--- src/rtl/time_set_editor.sv ---
`default_nettype none
// ============================================================================
// Module      : time_set_editor
// Description : HH:MM digit editor for the set-time path, with a cursor and
//               a blink strobe. Define TIME_SET_DEC_EN to add a dec_button
//               input that decrements the selected digit.
// Revision    : 1.0 - initial release
// ============================================================================
module time_set_editor #(
  parameter int BLINK_DIV = 4
) (
  input  logic       clk,
  input  logic       rst,
  input  logic       en,
  input  logic [4:0] load_hours,
  input  logic [5:0] load_minutes,
  input  logic       inc_button,
  input  logic       next_button,
`ifdef TIME_SET_DEC_EN
  input  logic       dec_button,
`endif
  output logic [1:0] hours_left,
  output logic [3:0] hours_right,
  output logic [2:0] minutes_left,
  output logic [3:0] minutes_right,
  output logic [1:0] cursor,
  output logic       blink,
  output logic       set_time_ack_flag,
  output logic       set_time_active
);

  localparam int               CNT_W    = (BLINK_DIV > 1) ? $clog2(BLINK_DIV) : 1;
  localparam logic [CNT_W-1:0] CNT_LAST = CNT_W'(BLINK_DIV - 1);

  typedef enum logic [2:0] {
    IDLE    = 3'd0,
    LOAD    = 3'd1,
    EDIT_HL = 3'd2,
    EDIT_HR = 3'd3,
    EDIT_ML = 3'd4,
    EDIT_MR = 3'd5,
    DONE    = 3'd6
  } state_t;

  state_t           state_q, state_d;
  logic [1:0]       hl_q, hl_d;
  logic [3:0]       hr_q, hr_d;
  logic [2:0]       ml_q, ml_d;
  logic [3:0]       mr_q, mr_d;
  logic [1:0]       cursor_q, cursor_d;
  logic             blink_q, blink_d;
  logic [CNT_W-1:0] cnt_q, cnt_d;
  logic             ack_q, ack_d;
  logic             active_q, active_d;

  logic             dec_req;
  logic             step;
  logic             up;
  logic             applied;
  logic             edit_d;
  logic [4:0]       h_in;
  logic [5:0]       m_in;
  logic [1:0]       ld_hl;
  logic [3:0]       ld_hr;
  logic [2:0]       ld_ml;
  logic [3:0]       ld_mr;
  logic [3:0]       hr_limit;

`ifdef TIME_SET_DEC_EN
  assign dec_req = dec_button;
`else
  assign dec_req = 1'b0;
`endif

  // Opposing inc/dec requests cancel; up selects the direction otherwise.
  assign step = inc_button ^ dec_req;
  assign up   = inc_button;

  // Binary to BCD split of the running time, out-of-range fields load as 0.
  always_comb begin
    h_in  = (load_hours <= 5'd23) ? load_hours : 5'd0;
    m_in  = (load_minutes <= 6'd59) ? load_minutes : 6'd0;
    ld_hl = 2'd0;
    ld_hr = h_in[3:0];
    if (h_in >= 5'd20) begin
      ld_hl = 2'd2;
      ld_hr = 4'(h_in - 5'd20);
    end else if (h_in >= 5'd10) begin
      ld_hl = 2'd1;
      ld_hr = 4'(h_in - 5'd10);
    end
    ld_ml = 3'd0;
    ld_mr = m_in[3:0];
    for (int k = 1; k <= 5; k++) begin
      if (m_in >= 6'(10 * k)) begin
        ld_ml = 3'(k);
        ld_mr = 4'(m_in - 6'(10 * k));
      end
    end
  end

  assign hr_limit = (hl_q == 2'd2) ? 4'd3 : 4'd9;

  always_comb begin
    state_d  = state_q;
    hl_d     = hl_q;
    hr_d     = hr_q;
    ml_d     = ml_q;
    mr_d     = mr_q;
    active_d = active_q;
    applied  = 1'b0;

    if (!en) begin
      state_d = IDLE;
    end else begin
      case (state_q)
        IDLE: state_d = LOAD;
        LOAD: begin
          hl_d     = ld_hl;
          hr_d     = ld_hr;
          ml_d     = ld_ml;
          mr_d     = ld_mr;
          active_d = 1'b0;
          state_d  = EDIT_HL;
        end
        EDIT_HL: begin
          if (step) begin
            applied = 1'b1;
            if (up) hl_d = (hl_q == 2'd2) ? 2'd0 : hl_q + 2'd1;
            else    hl_d = (hl_q == 2'd0) ? 2'd2 : hl_q - 2'd1;
            // Landing on 2x must keep the units digit within 20..23.
            if (hl_d == 2'd2 && hr_q > 4'd3) hr_d = 4'd3;
          end
          if (next_button) state_d = EDIT_HR;
        end
        EDIT_HR: begin
          if (step) begin
            applied = 1'b1;
            if (up) hr_d = (hr_q >= hr_limit) ? 4'd0 : hr_q + 4'd1;
            else    hr_d = (hr_q == 4'd0) ? hr_limit : hr_q - 4'd1;
          end
          if (next_button) state_d = EDIT_ML;
        end
        EDIT_ML: begin
          if (step) begin
            applied = 1'b1;
            if (up) ml_d = (ml_q >= 3'd5) ? 3'd0 : ml_q + 3'd1;
            else    ml_d = (ml_q == 3'd0) ? 3'd5 : ml_q - 3'd1;
          end
          if (next_button) state_d = EDIT_MR;
        end
        EDIT_MR: begin
          if (step) begin
            applied = 1'b1;
            if (up) mr_d = (mr_q >= 4'd9) ? 4'd0 : mr_q + 4'd1;
            else    mr_d = (mr_q == 4'd0) ? 4'd9 : mr_q - 4'd1;
          end
          if (next_button) state_d = DONE;
        end
        DONE:    state_d = DONE;
        default: state_d = IDLE;
      endcase
      if (applied) active_d = 1'b1;
    end
  end

  // Cursor, ack and blink are computed from the next state so they register
  // in the same cycle as the state they describe.
  always_comb begin
    edit_d = state_d inside {EDIT_HL, EDIT_HR, EDIT_ML, EDIT_MR};
    ack_d  = (state_d == DONE);
    case (state_d)
      EDIT_HR: cursor_d = 2'd1;
      EDIT_ML: cursor_d = 2'd2;
      EDIT_MR: cursor_d = 2'd3;
      default: cursor_d = 2'd0;
    endcase
    cnt_d   = cnt_q;
    blink_d = blink_q;
    if (!edit_d || state_d != state_q || applied) begin
      cnt_d   = '0;
      blink_d = 1'b0;
    end else if (cnt_q == CNT_LAST) begin
      cnt_d   = '0;
      blink_d = ~blink_q;
    end else begin
      cnt_d = cnt_q + CNT_W'(1);
    end
  end

  always_ff @(posedge clk or posedge rst) begin
    if (rst) begin
      state_q  <= IDLE;
      hl_q     <= '0;
      hr_q     <= '0;
      ml_q     <= '0;
      mr_q     <= '0;
      cursor_q <= '0;
      blink_q  <= 1'b0;
      cnt_q    <= '0;
      ack_q    <= 1'b0;
      active_q <= 1'b0;
    end else begin
      state_q  <= state_d;
      hl_q     <= hl_d;
      hr_q     <= hr_d;
      ml_q     <= ml_d;
      mr_q     <= mr_d;
      cursor_q <= cursor_d;
      blink_q  <= blink_d;
      cnt_q    <= cnt_d;
      ack_q    <= ack_d;
      active_q <= active_d;
    end
  end

  assign hours_left        = hl_q;
  assign hours_right       = hr_q;
  assign minutes_left      = ml_q;
  assign minutes_right     = mr_q;
  assign cursor            = cursor_q;
  assign blink             = blink_q;
  assign set_time_ack_flag = ack_q;
  assign set_time_active   = active_q;

endmodule
`default_nettype wire

--- config.mk ---
export PLATFORM = sky130hd
export DESIGN_NAME = time_set_editor
export DESIGN_NICKNAME = d
export VERILOG_FILES = /design/src/rtl/time_set_editor.sv
export SDC_FILE = /design/constraint.sdc
export NUM_CORES = 1
export LEC_CHECK = 0
export ABC_AREA = 1
export BUFFER_PORTS_ARGS = -buffer_cell sky130_fd_sc_hd__buf_2
export CAP_MARGIN = 15
export CORE_ASPECT_RATIO = 1.4
export CORE_MARGIN = 2
export CORE_UTILIZATION = 48
export CTS_CLUSTER_DIAMETER = 30
export DETAILED_ROUTE_END_ITERATION = 12
export GPL_TIMING_DRIVEN = 0
export PLACE_DENSITY = 0.7
export RECOVER_POWER = 100
export SYNTH_ARGS = -nofsm -noshare
export SYNTH_HDL_FRONTEND = slang
export SYNTH_SLANG_ARGS = --single-unit
--- constraint.sdc ---
create_clock -name clk -period 2.5 [get_ports clk]
set_input_delay 0 -clock clk [delete_from_list [all_inputs] [get_ports clk]]
set_output_delay 0 -clock clk [all_outputs]
set_load 0.01 [all_outputs]
# Word-level counts from Yosys, hierarchy flattened
# Index checks and enable logic that the tools add are counted.
[totals]
register_bits = 23
word_cells = 125
out_inout_bits = 18
[classes]
muxes = 51
n_bitwise = 1
n_addsub = 12
reduce_logical = 18
n_eq_ne = 20
n_lt_le_gt_ge = 13
[ops]
columns = ["cell", "n"]
rows = [
  ["two-way mux 4 bit", 14],
  ["two-way mux 3 bit", 11],
  ["one-hot mux 3 bit (7 select lines)", 1],
  ["== test 3 bit (second input constant)", 6],
  ["two-way mux 2 bit", 8],
  ["subtractor 4 bit (second input constant)", 4],
  ["== test 3 x 2 -> 1 bit (second input constant)", 4],
  ["greater-or-equal comparator 6 x 5 -> 1 bit (second input constant)", 2],
  ["greater-or-equal comparator 6 bit (second input constant)", 2],
  ["one-hot mux 4 bit (3 select lines)", 1],
  ["two-way mux 1 bit", 10],
  ["!= test 2 bit (second input constant)", 5],
  ["nonzero test 2 bit", 5],
  ["AND reduction 3 bit", 3],
  ["adder 4 x 1 -> 4 bit (second input constant)", 2],
  ["one-hot mux 4 bit (2 select lines)", 1],
  ["subtractor 4 x 3 -> 4 bit (second input constant)", 2],
  ["== test 2 bit (second input constant)", 3],
  ["greater-or-equal comparator 6 x 4 -> 1 bit (second input constant)", 1],
  ["<= comparator 6 bit (second input constant)", 1],
  ["two-way mux 6 bit", 1],
  ["one-hot mux 2 bit (3 select lines)", 1],
  ["one-hot mux 3 bit (2 select lines)", 1],
  ["greater-or-equal comparator 5 x 4 -> 1 bit (second input constant)", 1],
  ["other kinds (23)", 25],
]

# Depth between registers and ports, before layout
[logic_depth]
word_depth = 10
depth_mapped = 18
ltp_nobuf = 18

# Worst setup path after synthesis
# OpenSTA, ideal clock, no wires.
[synth_path]
path_type = "register to register"
startpoint = "reg hl_q[1] (netlist: hours_left[1])"
endpoint = "reg hr_q[0] (netlist: hours_right[0])"
period_less_slack_ps = 1840
stages_incl_launch_ff = 11
arrival_ps = 1757
setup_time_ps = 83
path_buffers = 0
setup_slack_ps = 660
cell_sequence = "dfrtp_1 > inv_1 > nor2_1 > inv_1 > ha_1 > a211o_1 > a211oi_1 > nand2_1 > o21ai_0 > o21ai_0 > o21ai_0"
[synth_between]
elab_chain_cells = 9
[synth_lines]
columns = ["element", "line_no", "text"]
rows = [
  ["from (decl)", "46", "logic [1:0] hl_q, hl_d;"],
  ["from (signal assigned)", "205", "hl_q <= hl_d;"],
  ["adder 2 x 1 -> 2 bit or == test 2 bit (tied branches)", "129, 102", ""],
  ["two-way mux 2 bit", "129", "if (up) hl_d = (hl_q == 2'd2) ? 2'd0 : hl_q + 2'd1;"],
  ["two-way mux 2 bit", "127", "if (step) begin"],
  ["two-way mux 2 bit", "116", "case (state_q)"],
  ["two-way mux 2 bit", "113", "if (!en) begin"],
  ["== test 2 bit", "132", "if (hl_d == 2'd2 && hr_q > 4'd3) hr_d = 4'd3;"],
  ["logical AND 1 bit", "132", ""],
  ["!= test 2 bit (no source line)", "-", ""],
  ["AND reduction 5 bit (no source line)", "-", ""],
  ["to (signal assigned)", "206", "hr_q <= hr_d;"],
  ["to (decl)", "47", "logic [3:0] hr_q, hr_d;"],
]
# Parallel ways exist; a longest one is shown, timed or not. The select of a mux whose other input is x is not followed.
# A chain may end at the register's enable or synchronous reset.

# Worst setup path in the final report
[layout_path]
startpoint = "in load_minutes[5]"
endpoint = "reg mr_q[1] (netlist: minutes_right[1])"
[layout_between]
elab_chain_cells = 9
[layout_lines]
columns = ["element", "line_no", "text"]
rows = [
  ["from (decl)", "16", "input logic [5:0] load_minutes,"],
  ["<= comparator 6 bit", "82", "m_in = (load_minutes <= 6'd59) ? load_minutes : 6'd0;"],
  ["two-way mux 6 bit *", "82", ""],
  ["greater-or-equal comparator 6 x 4 -> 1 bit or subtractor 4 bit (tied branches)", "95, 97", ""],
  ["two-way mux 4 bit (4 in a row)", "95", "if (m_in >= 6'(10 * k)) begin"],
  ["two-way mux 4 bit *", "95", ""],
  ["one-hot mux 4 bit (2 select lines) *", "116", ""],
  ["to (signal assigned)", "208", "mr_q <= mr_d;"],
  ["to (decl)", "49", "logic [3:0] mr_q, mr_d;"],
]
# Mark *: on every way between the ends. The rest lies on a longest branch, timed or not.

==> flow_summary.json <==
{
  "status": "completed",
  "clock_latency_ns": 0.26,
  "tritoncts": "built",
  "cts_max_level": 1,
  "fin_nets": 347,
  "multi_input_area_um2": 1170,
  "synth_compound_area_share_pct": 17.3,
  "min_to": "set_time_active$_DFFE_PP0P_",
  "io_buffers": 33,
  "finalCritPeriodShare_pct": 83.8,
  "finalNonFillerCells": 356,
  "final_common_cell": "nand2_1",
  "r2r_slack_ns": 0.47,
  "rsz0062_at_grt": "false",
  "totalWireLength_um": 4170,
  "floorplan.die_area_um2": 4550,
  "finalHoldViolCount": 0,
  "avgSynthCellArea_um2": 7.01,
  "grt_pass1_wl_um": 7130,
  "cts_buffers": 3,
  "slew_viol_final": 0,
  "clock_skew_ns": 0.00350,
  "r2r-end": "hours_right[0]$_DFFE_PP0P_",
  "synthCells": 275,
  "dp_cells": 351,
  "drc": 0,
  "mostFrequentLayoutCells": "65 x nand2_1, 48 x inv_1, 33 x nor2_1, 23 x dfrtp_1, 19 x clkbuf_1",
  "vdd_drop_max_mv": 0.442,
  "holdBufCountCts": 1,
  "antenna_cells": 0,
  "overflow": 0,
  "crit_path_frequent_cell": "nand2_1",
  "clockBufferDepth": 2,
  "min_period_ns": 2.09,
  "synth_cell_types": 34,
  "antenna_found_initial": 0,
  "hold_class": "input port to register",
  "ioPinCount": 34,
  "ys_warn_count": 0,
  "cp_slowest_cell": "o21ai_1",
  "ant_nets": 0,
  "grt_max_degree": 24,
  "maxCapViolations": 0,
  "synth_top_area_share_pct": 29.9,
  "r2r_start": "hours_left[1]$_DFFE_PP0P_",
  "hold_path_depth": 2,
  "area_delta_synth_final_pct": 12.9,
  "vias_per_cell": 5.22,
  "ff_latch_area_um2": 576,
  "synth.area.mux_share_pct": 0,
  "die_w_um": 57.6,
  "setup_viol": 0,
  "synth_area_leaders": "dfrtp_1 30%, nand2_1 12%, ha_1 11%, inv_1 9.3%, nor2_1 6.4%",
  "gp_congestion": 0.815,
  "clkSinkCount": 23,
  "crit_type": "input port to register",
  "setup_tns_ns": 0,
  "r2r_cells": 10,
  "tightest_slew_ns": 0.893,
  "dr_total_vias": 1858,
  "wl_per_cell_um": 11.7,
  "syn_area_um2": 1930,
  "synth_top_family_by_area": "simple AND/OR/NAND/NOR gates",
  "drt-initial-drc-count": 79,
  "maxSlewHeadroom_pct": 40.4,
  "path_buf_inv": 5,
  "path_max_fanout": 7,
  "cp-start-kind": "input port",
  "yosys_register_bits": 23,
  "hold_start": "inc_button",
  "worstPathRequired_ns": 2.69,
  "yosysSeqAreaShare_pct": 29.9,
  "post_cts_buffers": 0,
  "yosysTopAreaCell": "dfrtp_1",
  "critical-path-max-stage-delay_ns": 0.52,
  "synth_xor_area_share_pct": 4.09,
  "rows": 27,
  "arrival_ns": 2.28,
  "initial_core_util_pct": 49.6,
  "nFillCells": 389,
  "max_freq_mhz": 478,
  "critPathCaptureType": "register",
  "clkTransAtPathRegs_ns": 0.08,
  "hpwlAfterDp_um": 3380,
  "synth_fa_ha_area_share_pct": 11.0,
  "yosys.area_share.simple_pct": 28.2,
  "power.density_nw_per_um2": 706,
  "ctsRootBufferMaster": "clkbuf_8",
  "post_cts_resized": 0,
  "leakage_nw": 1.13,
  "crit_family": "buffers and inverters",
  "drive_above_1_share_pct": 10.2,
  "core_area_um2": 3880,
  "grt_pass1_vias": 1781,
  "dieHeight_um": 79.0,
  "track_usage_pct": 19.5,
  "cp_cell_sequence": "clkbuf_1 > inv_1 > o21ai_1 > inv_1 > ha_1 > nand4_1 > nand2_1 > inv_1 > nand2_1 > inv_1 > nand2_1 > nand2_1 > nand2_1 > nand2_1 > nand3_1 > a31oi_1",
  "first_pass_iters": 5,
  "synth_nets": 308
}
## where the power goes
| part | internal (mW) | switching [mW] |
|---|---|---|
| Sequential | 0.482 | 0.145 |
| Combinational | 0.282 | 0.397 |
| Clock | 0.111 | 0.121 |
## stage by stage
| stage | power [mW] | setup WS (ns) | instance area [µm²] | utilization [%] | hold WS (ns) |
|---|---|---|---|---|---|
| 6_report | 1.54 | 0.406 | 2180 | 56.0 | 0.0354 |
| 5_1_grt | 1.68 | 0.137 | 2180 | 56.0 | 0.0487 |
| 4_1_cts | 1.58 | 0.460 | 2200 | 56.7 | 0.0306 |
| 3_5_place_dp | 1.34 | 0.354 | 2150 | 55.3 | 0.240 |
| 3_3_place_gp | 1.33 | 0.351 | 2150 | 55.3 | 0.228 |
| 2_1_floorplan | 1.11 | 0.660 | 1930 | - | 0.00192 |
## layout make-up
cell class / count / area share, %
multi-input cells: 203 / 53.6
flip-flops and latches: 23 / 26.4
inverters: 49 / 8.45
repair buffers: 34 / 6.95
well taps: 43 / 2.47
clock buffers: 3 / 1.90
clock inverters: 1 / 0.230
## synth_stat cells
cell and instances:
a2111oi_4 1, a211o_1 1, a211oi_1 1, a211oi_2 1, a21boi_0 2, a21oi_1 10, a21oi_2 2, a31oi_1 7
a32o_1 1, and3_1 1, dfrtp_1 23, ha_1 17, inv_1 48, inv_2 1, nand2_1 64, nand2_2 4
nand3_1 12, nand3_2 1, nand3b_1 1, nand4_1 6, nor2_1 33, nor2_2 1, nor3_1 3, o211ai_1 1
o21a_1 2, o21ai_0 11, o21ai_1 3, o21ai_2 2, o221ai_1 1, o22ai_1 1, o31ai_1 2, or2_2 2
xnor2_1 5, xor2_1 4
## metal layers
| layer | global-route usage [%] | part of all wire [%] |
|---|---|---|
| met5 | 0 | 0 |
| met4 | 9.07 | 3.1 |
| met3 | 1.47 | 3.2 |
| met2 | 39.1 | 55 |
| met1 | 19.4 | 39 |
## logic make-up after synthesis
group,Yosys count
buf+inv,49
compound gates,49
xor+xnor,9
flops,23
fa+ha+maj,17
simple gates,128
## flip-flops by register name, indices dropped and copies added, names as in the netlist
| signal | cells |
|---|---|
| blink | 1 |
| cnt_q | 2 |
| cursor | 2 |
| hours_left | 2 |
| hours_right | 4 |
| minutes_left | 3 |
| minutes_right | 4 |
| set_time_ack_flag | 1 |
| set_time_active | 1 |
| state_q | 3 |
## worst max-delay path by stage
stage	endpoint	slack, ns	from	depth (start not counted)
final	minutes_right[1]$_DFFE_PP0P_	0.41	load_minutes[5]	16
after global routing	minutes_right[2]$_DFFE_PP0P_	0.14	load_minutes[5]	17
after CTS	hours_right[0]$_DFFE_PP0P_	0.46	hours_left[0]$_DFFE_PP0P_	9
after detailed placement	minutes_right[1]$_DFFE_PP0P_	0.35	load_minutes[5]	16
after global placement	minutes_right[1]$_DFFE_PP0P_	0.35	load_minutes[5]	16
after floorplan	hours_right[0]$_DFFE_PP0P_	0.66	hours_left[1]$_DFFE_PP0P_	10
(Power assumes the default switching activity.)
